===== src/rtl/filter_arbiter_pkg.sv =====
// Shared filter constants: default sizing, pair word layout and field offsets.
// Used by the filter, arbiter and force-pipeline blocks.
package filter_arbiter_pkg;

    localparam int NUM_FILTER_DEFAULT        = 4;
    localparam int PARTICLE_ID_WIDTH_DEFAULT = 20;
    localparam int DATA_WIDTH_DEFAULT        = 32;
    localparam int PAIR_COUNT_WIDTH          = 32;

    // Pair word, MSB to LSB: {ref_id, neighbor_id, r2, dz, dy, dx}
    function automatic int pairWidth(input int idWidth, input int dataWidth);
        return 2 * idWidth + 4 * dataWidth;
    endfunction

    function automatic int dyLsb(input int dataWidth);
        return dataWidth;
    endfunction

    function automatic int dzLsb(input int dataWidth);
        return 2 * dataWidth;
    endfunction

    function automatic int r2Lsb(input int dataWidth);
        return 3 * dataWidth;
    endfunction

    function automatic int neighborLsb(input int dataWidth);
        return 4 * dataWidth;
    endfunction

    function automatic int refLsb(input int idWidth, input int dataWidth);
        return 4 * dataWidth + idWidth;
    endfunction

    localparam int DX_LSB             = 0;
    localparam int PAIR_WIDTH_DEFAULT = pairWidth(PARTICLE_ID_WIDTH_DEFAULT, DATA_WIDTH_DEFAULT);
    localparam int DY_LSB_DEFAULT     = dyLsb(DATA_WIDTH_DEFAULT);
    localparam int DZ_LSB_DEFAULT     = dzLsb(DATA_WIDTH_DEFAULT);
    localparam int R2_LSB_DEFAULT     = r2Lsb(DATA_WIDTH_DEFAULT);
    localparam int NBR_LSB_DEFAULT    = neighborLsb(DATA_WIDTH_DEFAULT);
    localparam int REF_LSB_DEFAULT    = refLsb(PARTICLE_ID_WIDTH_DEFAULT, DATA_WIDTH_DEFAULT);

    typedef struct packed {
        logic [PARTICLE_ID_WIDTH_DEFAULT-1:0] refId;
        logic [PARTICLE_ID_WIDTH_DEFAULT-1:0] neighborId;
        logic [DATA_WIDTH_DEFAULT-1:0]        r2;
        logic [DATA_WIDTH_DEFAULT-1:0]        dz;
        logic [DATA_WIDTH_DEFAULT-1:0]        dy;
        logic [DATA_WIDTH_DEFAULT-1:0]        dx;
    } pair_t;

endpackage


===== src/rtl/filter_arbiter_rr_priority_picker.sv =====
// Round-robin find-first: grants the first set request at or above the pointer,
// wrapping from the top index back to zero.
module rr_priority_picker
    import filter_arbiter_pkg::*;
#(
    parameter  int NUM_REQ   = NUM_FILTER_DEFAULT,
    localparam int IDX_WIDTH = $clog2(NUM_REQ)
) (
    input  logic [NUM_REQ-1:0]   i_request,
    input  logic [IDX_WIDTH-1:0] i_pointer,
    output logic [NUM_REQ-1:0]   o_grant,
    output logic [IDX_WIDTH-1:0] o_grantIdx
);

    logic                 w_found;
    logic [IDX_WIDTH-1:0] w_cand;

    always_comb begin
        o_grant    = '0;
        o_grantIdx = '0;
        w_found    = 1'b0;
        w_cand     = '0;
        for (int k = 0; k < NUM_REQ; k++) begin
            w_cand = IDX_WIDTH'((int'(i_pointer) + k) % NUM_REQ);
            if (!w_found && i_request[w_cand]) begin
                w_found         = 1'b1;
                o_grant[w_cand] = 1'b1;
                o_grantIdx      = w_cand;
            end
        end
    end

endmodule


===== src/rtl/filter_arbiter.sv =====
// Round-robin arbiter feeding one force pipeline from several filter pair buffers,
// with a read stage and an output stage (sel to pair_valid is two cycles).
module filter_arbiter
    import filter_arbiter_pkg::*;
#(
    parameter  int NUM_FILTER        = NUM_FILTER_DEFAULT,
    parameter  int PARTICLE_ID_WIDTH = PARTICLE_ID_WIDTH_DEFAULT,
    parameter  int DATA_WIDTH        = DATA_WIDTH_DEFAULT,
    localparam int PAIR_WIDTH        = pairWidth(PARTICLE_ID_WIDTH, DATA_WIDTH),
    localparam int IDX_WIDTH         = $clog2(NUM_FILTER)
) (
    input  logic                             clk,
    input  logic                             rst,
    input  logic [NUM_FILTER-1:0]            particle_pair_available,
    input  logic [NUM_FILTER*PAIR_WIDTH-1:0] filter_pair_data,
    output logic [NUM_FILTER-1:0]            sel,
    input  logic                             pipeline_stall,
    output logic [PARTICLE_ID_WIDTH-1:0]     ref_particle_id_out,
    output logic [PARTICLE_ID_WIDTH-1:0]     neighbor_particle_id_out,
    output logic [DATA_WIDTH-1:0]            r2_out,
    output logic [DATA_WIDTH-1:0]            dx_out,
    output logic [DATA_WIDTH-1:0]            dy_out,
    output logic [DATA_WIDTH-1:0]            dz_out,
    output logic                             pair_valid,
    output logic [IDX_WIDTH-1:0]             source_filter,
    output logic [PAIR_COUNT_WIDTH-1:0]      pair_count
);

    localparam int DY_OFF  = dyLsb(DATA_WIDTH);
    localparam int DZ_OFF  = dzLsb(DATA_WIDTH);
    localparam int R2_OFF  = r2Lsb(DATA_WIDTH);
    localparam int NBR_OFF = neighborLsb(DATA_WIDTH);
    localparam int REF_OFF = refLsb(PARTICLE_ID_WIDTH, DATA_WIDTH);

    logic [IDX_WIDTH-1:0]        r_rrPtr;
    logic [NUM_FILTER-1:0]       r_lastGrant;
    logic                        r_started;
    logic                        r_readValid;
    logic [IDX_WIDTH-1:0]        r_readIdx;
    logic                        r_pairValid;
    logic [IDX_WIDTH-1:0]        r_srcFilter;
    logic [PAIR_WIDTH-1:0]       r_pair;
    logic [PAIR_COUNT_WIDTH-1:0] r_pairCount;

    logic [NUM_FILTER-1:0]       w_request;
    logic [NUM_FILTER-1:0]       w_grant;
    logic [IDX_WIDTH-1:0]        w_grantIdx;
    logic                        w_grantAny;
    logic [IDX_WIDTH-1:0]        w_nextPtr;
    logic [PAIR_WIDTH-1:0]       w_readSlice;

    // Last cycle's grantee is masked out: its empty flag has not caught up with the read yet.
    assign w_request = (r_started && !pipeline_stall)
                     ? (particle_pair_available & ~r_lastGrant)
                     : '0;

    rr_priority_picker #(
        .NUM_REQ    (NUM_FILTER)
    ) u_picker (
        .i_request  (w_request),
        .i_pointer  (r_rrPtr),
        .o_grant    (w_grant),
        .o_grantIdx (w_grantIdx)
    );

    assign w_grantAny = |w_grant;
    assign sel        = w_grant;
    assign w_nextPtr  = (w_grantIdx == IDX_WIDTH'(NUM_FILTER - 1))
                      ? '0
                      : w_grantIdx + IDX_WIDTH'(1);

    always_comb begin
        w_readSlice = '0;
        for (int i = 0; i < NUM_FILTER; i++) begin
            if (r_readIdx == IDX_WIDTH'(i)) begin
                w_readSlice = filter_pair_data[i*PAIR_WIDTH +: PAIR_WIDTH];
            end
        end
    end

    // r_started keeps sel quiet for the first cycle after reset release.
    always_ff @(posedge clk or negedge rst) begin
        if (!rst) begin
            r_started   <= 1'b0;
            r_rrPtr     <= '0;
            r_lastGrant <= '0;
            r_readValid <= 1'b0;
            r_readIdx   <= '0;
        end else begin
            r_started   <= 1'b1;
            r_lastGrant <= w_grant;
            r_readValid <= w_grantAny;
            r_readIdx   <= w_grantAny ? w_grantIdx : '0;
            if (w_grantAny) begin
                r_rrPtr <= w_nextPtr;
            end
        end
    end

    always_ff @(posedge clk or negedge rst) begin
        if (!rst) begin
            r_pairValid <= 1'b0;
            r_srcFilter <= '0;
            r_pair      <= '0;
            r_pairCount <= '0;
        end else begin
            r_pairValid <= r_readValid;
            r_srcFilter <= r_readValid ? r_readIdx : '0;
            r_pair      <= r_readValid ? w_readSlice : '0;
            if (r_readValid) begin
                r_pairCount <= r_pairCount + PAIR_COUNT_WIDTH'(1);
            end
        end
    end

    assign pair_valid               = r_pairValid;
    assign source_filter            = r_srcFilter;
    assign pair_count               = r_pairCount;
    assign ref_particle_id_out      = r_pair[REF_OFF +: PARTICLE_ID_WIDTH];
    assign neighbor_particle_id_out = r_pair[NBR_OFF +: PARTICLE_ID_WIDTH];
    assign r2_out                   = r_pair[R2_OFF +: DATA_WIDTH];
    assign dz_out                   = r_pair[DZ_OFF +: DATA_WIDTH];
    assign dy_out                   = r_pair[DY_OFF +: DATA_WIDTH];
    assign dx_out                   = r_pair[DX_LSB +: DATA_WIDTH];

endmodule


===== config.mk =====
export PLATFORM = sky130hd
export DESIGN_NAME = filter_arbiter
export DESIGN_NICKNAME = d
export VERILOG_FILES = /design/src/rtl/filter_arbiter_pkg.sv /design/src/rtl/filter_arbiter_rr_priority_picker.sv /design/src/rtl/filter_arbiter.sv
export SDC_FILE = /design/constraint.sdc
export NUM_CORES = 1
export LEC_CHECK = 0
export CAP_MARGIN = 10
export CORE_AREA = 2 2 346 348
export DETAILED_ROUTE_END_ITERATION = 8
export DIE_AREA = 0 0 348 350
export GPL_ROUTABILITY_DRIVEN = 0
export SETUP_SLACK_MARGIN = 0.02
export SLEW_MARGIN = 30
export SYNTH_ARGS = -nofsm -noshare
export SYNTH_HDL_FRONTEND = slang
export SYNTH_SLANG_ARGS = --single-unit

===== constraint.sdc =====
create_clock -name clk -period 4.7 [get_ports clk]
set_input_delay 0.705 -clock clk [delete_from_list [all_inputs] [get_ports clk]]
set_output_delay 0.705 -clock clk [all_outputs]
set_load 0.01 [all_outputs]

# After elaboration in Yosys (flattened, before gate mapping)
# Cells that the tools add are included.
# word_totals
register_bits	213
latchBits	0
mem_bits_rw	0
romBits	0
inputBits	679
out_inout_bits	207
elab_cells	81
n_memories	0
# op_classes
n_addsub	5
mul	0
n_div	0
n_lt_le_gt_ge	8
eq_ne	4
n_shift	0
mux	36
bitwise	5
reduce_logical	14
# op_table
cell	n
two-way mux 168 bit	5
adder 32 x 1 -> 32 bit (second input constant)	1
two-way mux 4 bit	5
two-way mux 2 bit	7
less-than comparator 2 x 3 -> 1 bit (second input constant)	4
bitwise OR 4 bit	3
two-way mux 1 bit	11
binary-select mux 1 bit (select 2 bit)	4
demux 1 bit (select 2 bit)	4
>= comparator 2 x 1 -> 1 bit (second input constant)	4
logical AND 1 bit	8
equality test 2 bit (second input constant)	3
adder 2 x 1 -> 2 bit (second input constant)	2
adder 2 bit (second input constant)	2
AND 4 bit	1
logical NOT 1 bit	4
NOT 4 bit	1
OR reduction 4 bit	1
equality test 2 x 1 -> 1 bit (second input constant)	1
logical NOT 2 bit	1

# Logic depth before layout (Yosys ltp)
# Gate-level depths: netlist of the first run.
# logic_depth
depth_word	17
ltp_mapped	11
depth_no_buf	8

# By module
# A second synthesis of the first run with hierarchy kept.
# hier_totals
hier_cells	768
area_unflattened_um2	11678.7
# by_module_without_submodules
mod	n_inst	cells_each	area_per_inst_um2
filter_arbiter	1	720	11274.6
rr_priority_picker	1	48	404.1

# Worst setup path after synthesis of the first run
# No wires, ideal clock.
# synth_path
kind	register -> register
startpoint	reg r_rrPtr[0]
endpoint	reg r_rrPtr[0]
setup_ns	0.125
arrival_time_ns	3.493
t_required_ns	4.575
path_slack_ns	1.082
stages_incl_launch_ff	11
synth_period_minus_slack_ns	3.618
path_cell_list	dfrtp_1 clkbuf_1 inv_1 ha_1 clkbuf_1 mux4_2 a22o_1 a221o_1 or4_1 buf_2 mux2_4
# synth_between
elab_cells_between_ends	55
classes_between	add/sub (4); order compare (8); eq/ne (1); mux (28); bitwise (3); reduce/logical (11)
# synth_rtl
item	line	source
start, declared	filter_arbiter.sv:35	logic [IDX_WIDTH-1:0] r_rrPtr;
start signal, assigned	filter_arbiter.sv:95	r_rrPtr <= w_nextPtr;
branches (longest 11 deep; another with less-than comparator 2 x 3 -> 1 bit)	n/a	
two-way mux 4 bit (*)	filter_arbiter_rr_priority_picker.sv:25	if (!w_found && i_request[w_cand]) begin
net sel[2]	filter_arbiter.sv:16	output logic [NUM_FILTER-1:0] sel,
OR reduction 4 bit (*)	filter_arbiter.sv:66	assign w_grantAny = |w_grant;
net w_grantAny	filter_arbiter.sv:48	logic w_grantAny;
# Mark *: on every way through the listed nets, which the timed path passes. The select of a mux whose other input is x is not followed.
# A chain may end at the register's enable or synchronous reset.

# Worst setup path after layout of the first run
# layout_path
startpoint	reg r_rrPtr[0]
endpoint	out sel[0]
# layout_between
elab_chain_cells	12
elab_cells_between_ends	47
classes_between	add/sub (3); order compare (8); mux (23); bitwise (3); reduce/logical (10)
# layout_lines
item	line
branches (longest 11 deep; another with less-than comparator 2 x 3 -> 1 bit)	n/a
two-way mux 4 bit (*)	filter_arbiter_rr_priority_picker.sv:25
end, declared	filter_arbiter.sv:16
# Every way passes the cells marked *. The select of a mux whose other input is x is not followed.

==> results of run 1 <==
## kinds of logic after synthesis
group / count (synthesis) / share of synthesized area
flip-flops: 213 / 0.463
AND/OR/NAND/NOR: 248 / 0.132
buffers and inverters: 66 / 0.0216
XOR/XNOR: 32 / 0.0243
AO/OA/AOI/OAI: 19 / 0.0128
other: 1 / 0.000326
multiplexers: 174 / 0.338
adder cells (fa/ha/maj): 8 / 0.00869
## through the flow
stage               cell area [sq um]  power, mW
floorplan                       11500       4.50
global placement                22300       6.98
detailed placement              22300       7.01
CTS                             23300       9.54
global route                    23300       9.84
finish                          23400       9.34
## registers in the layout, indices dropped and copies added (netlist names)
name,cells
r_readValid,1
pair_valid,1
r_pair,168
r_lastGrant,4
source_filter,2
r_readIdx,2
pair_count,32
r_started,1
r_rrPtr,2
## layer usage
metal	vias to the layer above	track usage	wire length, um
met5	-	0	320
met4	50	0.0286	1790
met3	148	0.0532	8840
met2	686	0.207	38400
met1	5606	0.171	35900
li1	4624	-	-
## where the power goes
part	switching (mW)	internal [mW]	total, mW
registers	0.394	2.35	2.74
logic	1.77	2.40	4.17
clock network	0.946	1.48	2.43
## cell type report
type	instances	area (sq um)
timing repair buffer	899	9040
multi-input combinational	482	5950
clock inverter	10	129
inverter	6	22.5
sequential	213	5340
clock buffer	44	905
antenna	18	45.0
tap	1536	1920
fill	12800	94400
## synthesized netlist by cell type, drive strengths merged, types with 3 or more instances
cell type	count
nand4bb	4
a221o	4
nor2b	9
nand4	8
nand3	6
nor3	3
a21oi	3
clkbuf	37
and4bb	4
nor2	13
a22o	4
buf	23
and2	171
xor2	9
inv	6
and3	4
nand2	18
xnor2	23
ha	8
dfrtp	213
mux4	171
## critical path: stages (launching register included)
cell	delay, ns
dfrtp_2	0.51
inv_1	0.20
ha_1	0.49
mux4_2	0.63
nor2_1	0.28
a22o_1	0.19
a221o_1	0.20
clkdlybuf4s50_1	0.56
## worst max-delay path by stage
stage	start	to	slack (ns)	cells past startpoint
CTS	r_rrPtr[0]	sel[0]	0.06	7
global route	r_rrPtr[0]	sel[0]	0.15	7
finish	r_rrPtr[0]	sel[0]	0.34	7
floorplan	r_rrPtr[0]	r_rrPtr[0]	1.08	10
global placement	particle_pair_available[2]	sel[0]	0.76	7
detailed placement	particle_pair_available[2]	sel[0]	0.66	7
==> metrics.md, run 1 <==
| Metric | Value |
|---|---|
| Top Ports | `886` |
| GRT Total Usage | `0.132` |
| Post-CTS setup buffer count | `0` |
| Initial Utilization | `0.0978` |
| Critical path startpoint category | `flip-flop` |
| Nets | `2319` |
| Core ar. | `~0.12 sq mm` |
| Vias per cell | `3.46` |
| FF+latch count, synth | `213` |
| Gr ovfl total | `0` |
| Max Fclk | `229 MHz` |
| Post-synth EDFFs | `0` |
| Critical path capture point type | `primary output` |
| CTS clk-pin slew, worst paths | `0.06 ns` |
| Yosys cell types | `39` |
| Drt drc | `0` |
| Max-cap violations | `0` |
| Mapped Cells | `761` |
| # rows | `~130` |
| Hold Buf Count CTS | `0` |
| Unrepaired setup endpoints after global routing | `false` |
| Seq/Total Area, Yosys | `0.463` |
| Most common cell after layout, fill and taps aside | `clkdlybuf4s50_1` |
| Leading area contributor after synthesis | `dfrtp_1` |
| R2r setup slk | `1.09 ns` |
| Period utilization | `0.928` |
| Detailed Route Iter0 Violations | `654` |
| Drt wl/cell | `about 27 um` |
| P_leak | `8.60 nW` |
| Clock sink total | `213` |
| Crit path kind | `flip-flop to primary output` |
| Status | `finished clean` |
| H-Tree Level Count | `1` |
| Clock buffer count from CTS | `30` |
| Slew Limit Fails | `0` |
| Yosys warns | `0` |
| Full die area | `0.122 sq mm` |
| TritonCTS clock tree | `done` |
| DRT antenna net count | `0` |
| Worst hold path type | `primary input to async pin` |
| First-pass DRT Iterations | `5` |
| Antenna violations before repair | `80` |
| Rel. slew slack | `0.449` |
| Die width | `~350 um` |
| DP Wirelength | `about 73 mm` |
| Most used DFF post-synth | `dfrtp_1` |
| Clock latency on the worst-skew pair | `0.62 ns` |
| Setup WS pre-CTS | `roughly 0.66 ns` |
| Mapped cell area | `0.0115 sq mm` |
| Final non-filler cell total | `roughly 3200` |
| Die height | `350 um` |
| Ys async rst share | `1.00` |
| Critical Path AT | `3.66 ns` |
| Clock skew | `0.0214 ns` |
| Syn_nets | `1448` |
| Reg2reg start | `r_rrPtr[0]` |
| Layout area overhead | `103%` |
| Reg2reg end | `r_rrPtr[0]` |
| Share of the synthesized area in the top cell type | `0.463` |
| Post-Route Utilization | `0.198` |
| Synth area leaders | `dfrtp_1 (46%), mux4_2 (33%), and2_1 (9.3%)` |
| WHS | `between 0.04 and 0.05 ns` |
| Most frequent cells in the layout | `clkdlybuf4s50_1 (884), dfrtp_1 (209), mux4_2 (171), and2_1 (171), clkbuf_16 (31)` |
| Min Tclk post-route | `4.36 ns` |
| Post-Syn Area per Cell | `~15 sq um` |
| Via count | `11100` |
| Root Buffer | `clkbuf_16` |
| Pwr dens | `between 300 and 400 mW/mm^2` |
| Worst-Margin Slew | `a little over 0.8 ns` |
| Fin. Hold Viols | `0` |
| Vias in the first global route | `11600` |
| Global-route wire length before repair | `roughly 110 mm` |
| Clock Path Buffers | `3` |
| Setup-failing EPs final | `0` |
| Maximum vdd ir drop | `0.278 mV` |
| Setup WS post-layout | `0.339 ns` |
| Setup_tns | `0 ns` |
| I/O Buffers | `885` |
| CP Data Required Time | `3.99 ns` |
| Layout cells sized above 1 | `0.147` |
| DP Cell Count | `between 3000 and 4000` |
| Final WL | `85.3 mm` |
| Max FO, Critical Path | `13` |
| Largest net degree at the start of global routing | `just over 80` |
| Post-cts resize count | `0` |
| FF-to-FF path depth | `7` |
Note: power is estimated with default switching activity, not from simulation.
==> run 2, diff against run 1 <==
==> constraint.sdc (replaced) <==
create_clock -name clk -period 4.7 [get_ports clk]
set_input_delay 0.94 -clock clk [delete_from_list [all_inputs] [get_ports clk]]
set_output_delay 0.94 -clock clk [all_outputs]
set_load 0.01 [all_outputs]
==> metrics.md, run 2 (synthesis results as in run 1) <==
| Metric | Value |
|---|---|
| Status | `finished clean` |
| Vias in the first global route | `11500 (-1.3%)` |
| GRT Total Usage | `0.132 (-0.000322)` |
| Setup-failing EPs final | `0 (unchanged)` |
| Met2 Use GR | `0.202 (-0.00489)` |
| Most common cell after layout, fill and taps aside | `clkdlybuf4s50_1` |
| Max Fclk | `221 MHz (-3.4%)` |
| First-pass DRT Iterations | `4 (-1)` |
| Unrepaired setup endpoints after global routing | `false` |
| DP Wirelength | `72.9 mm (-0.31%)` |
| Core ar. | `0.118 sq mm (unchanged)` |
| Slowest stage delay, CP | `0.60 ns (-0.03 ns)` |
| Period utilization | `0.961 (+0.0328)` |
| FILL cells | `12700 (-0.17%)` |
| Clock sink total | `213 (unchanged)` |
| Critical path capture point type | `primary output` |
| Slew Limit Fails | `0 (unchanged)` |
| Critical path startpoint category | `flip-flop` |
| Rel. slew slack | `0.418 (-0.0314)` |
| Clock skew | `0.0123 ns (-0.00917 ns)` |
| PnR Total Power | `9.17 mW (-1.9%)` |
| Post-cts resize count | `1 (+1)` |
| DRT antenna net count | `0 (unchanged)` |
| Vias per cell | `3.45 (-0.44%)` |
| I/O Buffers | `885 (unchanged)` |
| Crit path kind | `flip-flop to primary output` |
| Detailed Route Iter0 Violations | `665 (+1.7%)` |
| Slowest cell on crit path | `mux4_2` |
| Number of flip-flops under the largest register name | `168 (unchanged)` |
| Clock Path Buffers | `3 (unchanged)` |
| Clock latency on the worst-skew pair | `0.59 ns (-0.03 ns)` |
| CTS clk-pin slew, worst paths | `0.06 ns (about the same)` |
| Maximum vdd ir drop | `0.301 mV (+8.4%)` |
| Nets | `2322 (+0.13%)` |
| Hold Buf Count CTS | `0 (unchanged)` |
| Post-CTS setup buffer count | `0 (unchanged)` |
| GR Layer Usage met3 | `0.0654 (+0.0123)` |
| Layout area overhead | `103%` |
| Drt wl/cell | `26.3 um (-0.97%)` |
| Final WL | `84.8 mm (-0.57%)` |
| Max-cap violations | `0 (unchanged)` |
| TritonCTS clock tree | `done` |
| Gr ovfl total | `0 (unchanged)` |
| Top Ports | `886 (unchanged)` |
| GR Layer Usage met1 | `0.163 (-0.00784)` |
| Most frequent cells in the layout | `clkdlybuf4s50_1 (884), dfrtp_1 (209), mux4_2 (171), and2_1 (171), clkbuf_16 (29)` |
| Antenna violations before repair | `84 (+5.0%)` |
| Via count | `11100 (-0.036%)` |
| Die width | `348 um (unchanged)` |
| Clock buffer count from CTS | `28 (-6.7%)` |
| Largest net degree at the start of global routing | `98 (+20%)` |
| Full die area | `0.122 sq mm (unchanged)` |
| Min Tclk post-route | `4.52 ns (+0.154 ns)` |
| Max FO, Critical Path | `13 (unchanged)` |
| Fin. Hold Viols | `0 (unchanged)` |
| Die height | `350 um (unchanged)` |
| Most flop-heavy register | `r_pair` |
| Pwr dens | `393 mW/mm^2 (-1.8%)` |
| Global route hottest layer | `met2` |
| Drt drc | `0 (unchanged)` |
| H-Tree Level Count | `1 (unchanged)` |
| # rows | `126 (unchanged)` |
| Setup_tns | `0 ns (unchanged)` |
| CP Data Required Time | `3.76 ns (-0.23 ns)` |
| Critical Path AT | `3.58 ns (-0.08 ns)` |
| Worst hold path type | `primary input to async pin` |
| Global-route wire length before repair | `106 mm (-0.90%)` |
| Root Buffer | `clkbuf_16` |
| Critical path, cell by cell | `inv_1 -> ha_2 -> mux4_2 -> nor2_1 -> a22o_1 -> a221o_1 -> clkdlybuf4s50_1` |
| P_leak | `8.57 nW (-0.32%)` |
| Worst-Margin Slew | `0.873 ns (+0.0471 ns)` |
| Initial Utilization | `0.0978 (unchanged)` |
| Layout cells sized above 1 | `0.147 (-0.000266)` |
## run 2: cell count changes in the layout (fill, tap and decap cells not counted), sizes merged
cell    before  now
bufinv       3    1
buf         15   20
diode       18   28
clkbuf      44   47
clkinv       7    4
## run 2: stage by stage
| step | instances | hold WS (ns) | utilization | worst slack, ns | area (sq um) |
|---|---|---|---|---|---|
| global route | 3213 | 0.419 | 0.198 | 0.0470 | 23300 |
| detailed placement | 3141 | 0.469 | 0.189 | 0.266 | 22300 |
| global placement | 3141 | 0.468 | 0.189 | 0.318 | 22300 |
| CTS | 3193 | 0.402 | 0.197 | 0.109 | 23300 |
| finish | 3221 | 0.392 | 0.198 | 0.185 | 23300 |
| floorplan | 761 | 0.425 | - | 1.08 | 11500 |
## run 2: final cells by class
cell class	instances	area, sq um	share of cell area
flip-flops and latches	213	5340	0.229
clock inverters	5	57.6	0.00247
repair buffers	904	9080	0.389
well taps	1536	1920	0.0824
diodes	28	70.1	0.00300
clock buffers	47	893	0.0383
multi-input cells	482	5940	0.255
inverters	6	22.5	0.000965
## run 2: metal layers
metal	routed length [um]	share of wire
met1	34300	0.40
met2	37500	0.44
met3	10700	0.13
met4	2030	0.024
met5	263	0.0031
## run 2: where the power goes
part | internal (mW) | switching (mW) | leakage, nW
Sequential | 2.35 | 0.386 | 2.84
Clock | 1.34 | 0.914 | 0.469
Combinational | 2.42 | 1.76 | 5.27
Total | 6.10 | 3.06 | 8.57
## run 2: final timing paths
| kind | depth (start not counted) | start | slack, ns | endpoint |
|---|---|---|---|---|
| setup / recovery | 7 | r_rrPtr[0] | 0.18 | sel[0] |
| hold / removal | 1 | rst | 0.39 | source_filter[0] |
| setup reg to reg | 7 | r_rrPtr[0] | 1.19 | r_rrPtr[0] |
| hold reg to reg | 1 | pair_count[31] | 0.48 | pair_count[31] |
| max in group asynchronous | 2 | rst | 3.34 | r_pair[98] |
| min in group clk | 1 | pair_count[31] | 0.48 | pair_count[31] |
## run 2: critical path, delay by kind of cell, from the launching register on
family                   cells  cell delay, ns
buffers and inverters        2            0.76
multiplexers                 1            0.60
flip-flops                   1            0.52
adder cells (fa/ha/maj)      1            0.44
AO/OA/AOI/OAI                2            0.38
AND/OR/NAND/NOR              1            0.28
==> run 3, diff against run 2 <==
--- a/config.mk
+++ b/config.mk
@@ -6,9 +6,9 @@
 export NUM_CORES = 1
 export LEC_CHECK = 0
 export CAP_MARGIN = 10
-export CORE_AREA = 2 2 346 348
+export CORE_AREA = 2 2 341 343
 export DETAILED_ROUTE_END_ITERATION = 8
-export DIE_AREA = 0 0 348 350
+export DIE_AREA = 0 0 343 345
 export GPL_ROUTABILITY_DRIVEN = 0
 export SETUP_SLACK_MARGIN = 0.02
 export SLEW_MARGIN = 30
==> constraint.sdc (replaced) <==
create_clock -name clk -period 4.15 [get_ports clk]
set_input_delay 0.83 -clock clk [delete_from_list [all_inputs] [get_ports clk]]
set_output_delay 0.83 -clock clk [all_outputs]
set_load 0.01 [all_outputs]
==> metrics.md, run 3 (synthesis results as in run 1) <==
| Metric | Value |
|---|---|
| R2r setup slk | `0.95 ns (-0.24 ns)` |
| Worst hold path type | `primary input to async pin` |
| Slew Limit Fails | `0 (unchanged)` |
| Min Tclk post-route | `4.07 ns` |
| Layout area overhead | `104%` |
| Gr ovfl total | `0 (unchanged)` |
| P_leak | `8.71 nW (+1.6%)` |
| Fin. Hold Viols | `0 (unchanged)` |
| Max-cap violations | `0 (unchanged)` |
| Largest net degree at the start of global routing | `101 (+3.1%)` |
| DP Wirelength | `71.2 mm (-2.3%)` |
| TritonCTS clock tree | `done` |
| Root Buffer | `clkbuf_16` |
| Most frequent cells in the layout | `clkdlybuf4s50_1 (882), dfrtp_1 (209), mux4_2 (171), and2_1 (171), clkbuf_16 (29)` |
| Max FO, Critical Path | `6 (-7)` |
| Rel. slew slack | `0.472 (+0.0539)` |
| PnR Total Power | `10.6 mW (+16%)` |
| Critical Path AT | `3.24 ns (-0.34 ns)` |
| Vias per cell | `3.44 (-0.14%)` |
| Die width | `343 um (-1.4%)` |
| CP Data Required Time | `3.32 ns (-0.44 ns)` |
| Clock sink total | `213 (unchanged)` |
| H-Tree Level Count | `1 (unchanged)` |
| Layout cells sized above 1 | `0.161 (+0.0142)` |
| Pwr dens | `453 mW/mm^2 (+15%)` |
| Most flop-heavy register | `r_pair` |
| Top Ports | `886 (unchanged)` |
| Most common cell after layout, fill and taps aside | `clkdlybuf4s50_1` |
| Clock skew | `0.0130 ns (+0.000769 ns)` |
| Drt wl/cell | `25.9 um (-1.7%)` |
| FILL cells | `12400 (-2.4%)` |
| Max Fclk | `~250 MHz` |
| Number of flip-flops under the largest register name | `168 (unchanged)` |
| Die height | `345 um (-1.4%)` |
| Vias in the first global route | `11800 (+3.0%)` |
| Setup-failing EPs final | `0 (unchanged)` |
| Period utilization | `0.980` |
| Initial Utilization | `0.100 (+0.00226)` |
| # rows | `125 (-0.79%)` |
| DRT antenna net count | `0 (unchanged)` |
| Fin area | `0.0235 sq mm (+0.76%)` |
| Critical path capture point type | `primary output` |
| Core ar. | `0.115 sq mm (-2.3%)` |
| DP Cell Count | `3138 (-0.096%)` |
| Clock buffer count from CTS | `29 (+3.6%)` |
| I/O Buffers | `885 (unchanged)` |
| Full die area | `0.118 sq mm (-2.8%)` |
| Antenna violations before repair | `64 (-24%)` |
| Global-route wire length before repair | `106 mm (about the same)` |
| Drt drc | `0 (unchanged)` |
| Maximum vdd ir drop | `0.232 mV (-23%)` |
| Critical path startpoint category | `primary input` |
| Worst-Margin Slew | `0.793 ns (-0.0808 ns)` |
| Nets | `2337 (+0.65%)` |
| First-pass DRT Iterations | `5 (+1)` |
| Clock latency on the worst-skew pair | `0.60 ns (about the same)` |
| Crit path kind | `primary input to primary output` |
| GRT Total Usage | `0.134 (+0.00198)` |
| Detailed Route Iter0 Violations | `552 (-17%)` |
| CTS clk-pin slew, worst paths | `0.06 ns (about the same)` |
| Post-DP Area | `0.0224 sq mm (+0.29%)` |
| Clock Path Buffers | `3 (unchanged)` |
| Status | `finished clean` |
| Final non-filler cell total | `3207 (-0.43%)` |
| Unrepaired setup endpoints after global routing | `false` |
| Via count | `11000 (-0.58%)` |
| Final WL | `83.0 mm (-2.2%)` |
==> run 3: cell count changes in the layout (fill, tap and decap cells not counted), moves of 3 or more <==
cell,delta
diode_2,-17
buf_4,+12
clkbuf_1,-7
clkinv_2,+5
clkinvlp_4,+3
==> run 3: per-stage QoR <==
step,TNS [ns],util,worst slack [ns],hold WS (ns)
6_report,0,0.204,0.0829,0.140
5_1_grt,0,0.204,0.0250,0.139
4_1_cts,0,0.203,0.0492,0.304
3_5_place_dp,-0.380,0.194,-0.103,0.471
3_3_place_gp,-0.170,0.194,-0.0457,0.468
2_1_floorplan,0,-,0.532,0.425
==> run 3: area by class of cell <==
type	count	area, sq um	share of cell area
clock inverter	15	166	0.00708
antenna	11	27.5	0.00117
multi-input combinational	482	5980	0.254
inverter	6	26.3	0.00112
clock buffer	38	840	0.0357
timing repair buffer	918	9220	0.392
tap	1524	1910	0.0811
sequential	213	5340	0.227
==> run 3: metal layers <==
metal / GRT usage / routed length [um] / vias to the layer above
li1: - / - / 4656
met5: 0 / 308 / -
met2: 0.214 / 37700 / 683
met1: 0.162 / 32200 / 5521
met4: 0.0268 / 1750 / 48
met3: 0.0670 / 11000 / 138
==> run 3: final timing paths <==
check,start,to,cells after the start
min in group clk,pair_count[31],pair_count[31],1
max in group asynchronous,rst,r_pair[120],3
setup / recovery,particle_pair_available[0],sel[2],6
hold / removal,rst,r_pair[15],1
setup reg to reg,r_rrPtr[0],r_rrPtr[0],7
hold reg to reg,pair_count[31],pair_count[31],1
==> run 3: repair_timing <==
action                                  in CTS  in global routing
endpoints found under the setup margin       4                  4
hold buffers                                 0                  0
gates cloned                                 0                  0
resized for setup                            7                  4
setup buffers                                1                  3
==> run 3: worst max-delay path, cell delays in order <==
cell and delay (ns):
clkdlybuf4s50_1 0.47, and4bb_1 0.24, mux4_2 0.57, a22o_1 0.28
a221o_1 0.36, clkdlybuf4s50_1 0.49
==> run 3: where the power goes <==
part	switching [mW]	total (mW)	leakage (nW)	internal, mW
logic	2.12	4.93	5.37	2.81
registers	0.372	3.03	2.84	2.66
clock network	1.08	2.68	0.499	1.60
total	3.57	10.6	8.71	7.07
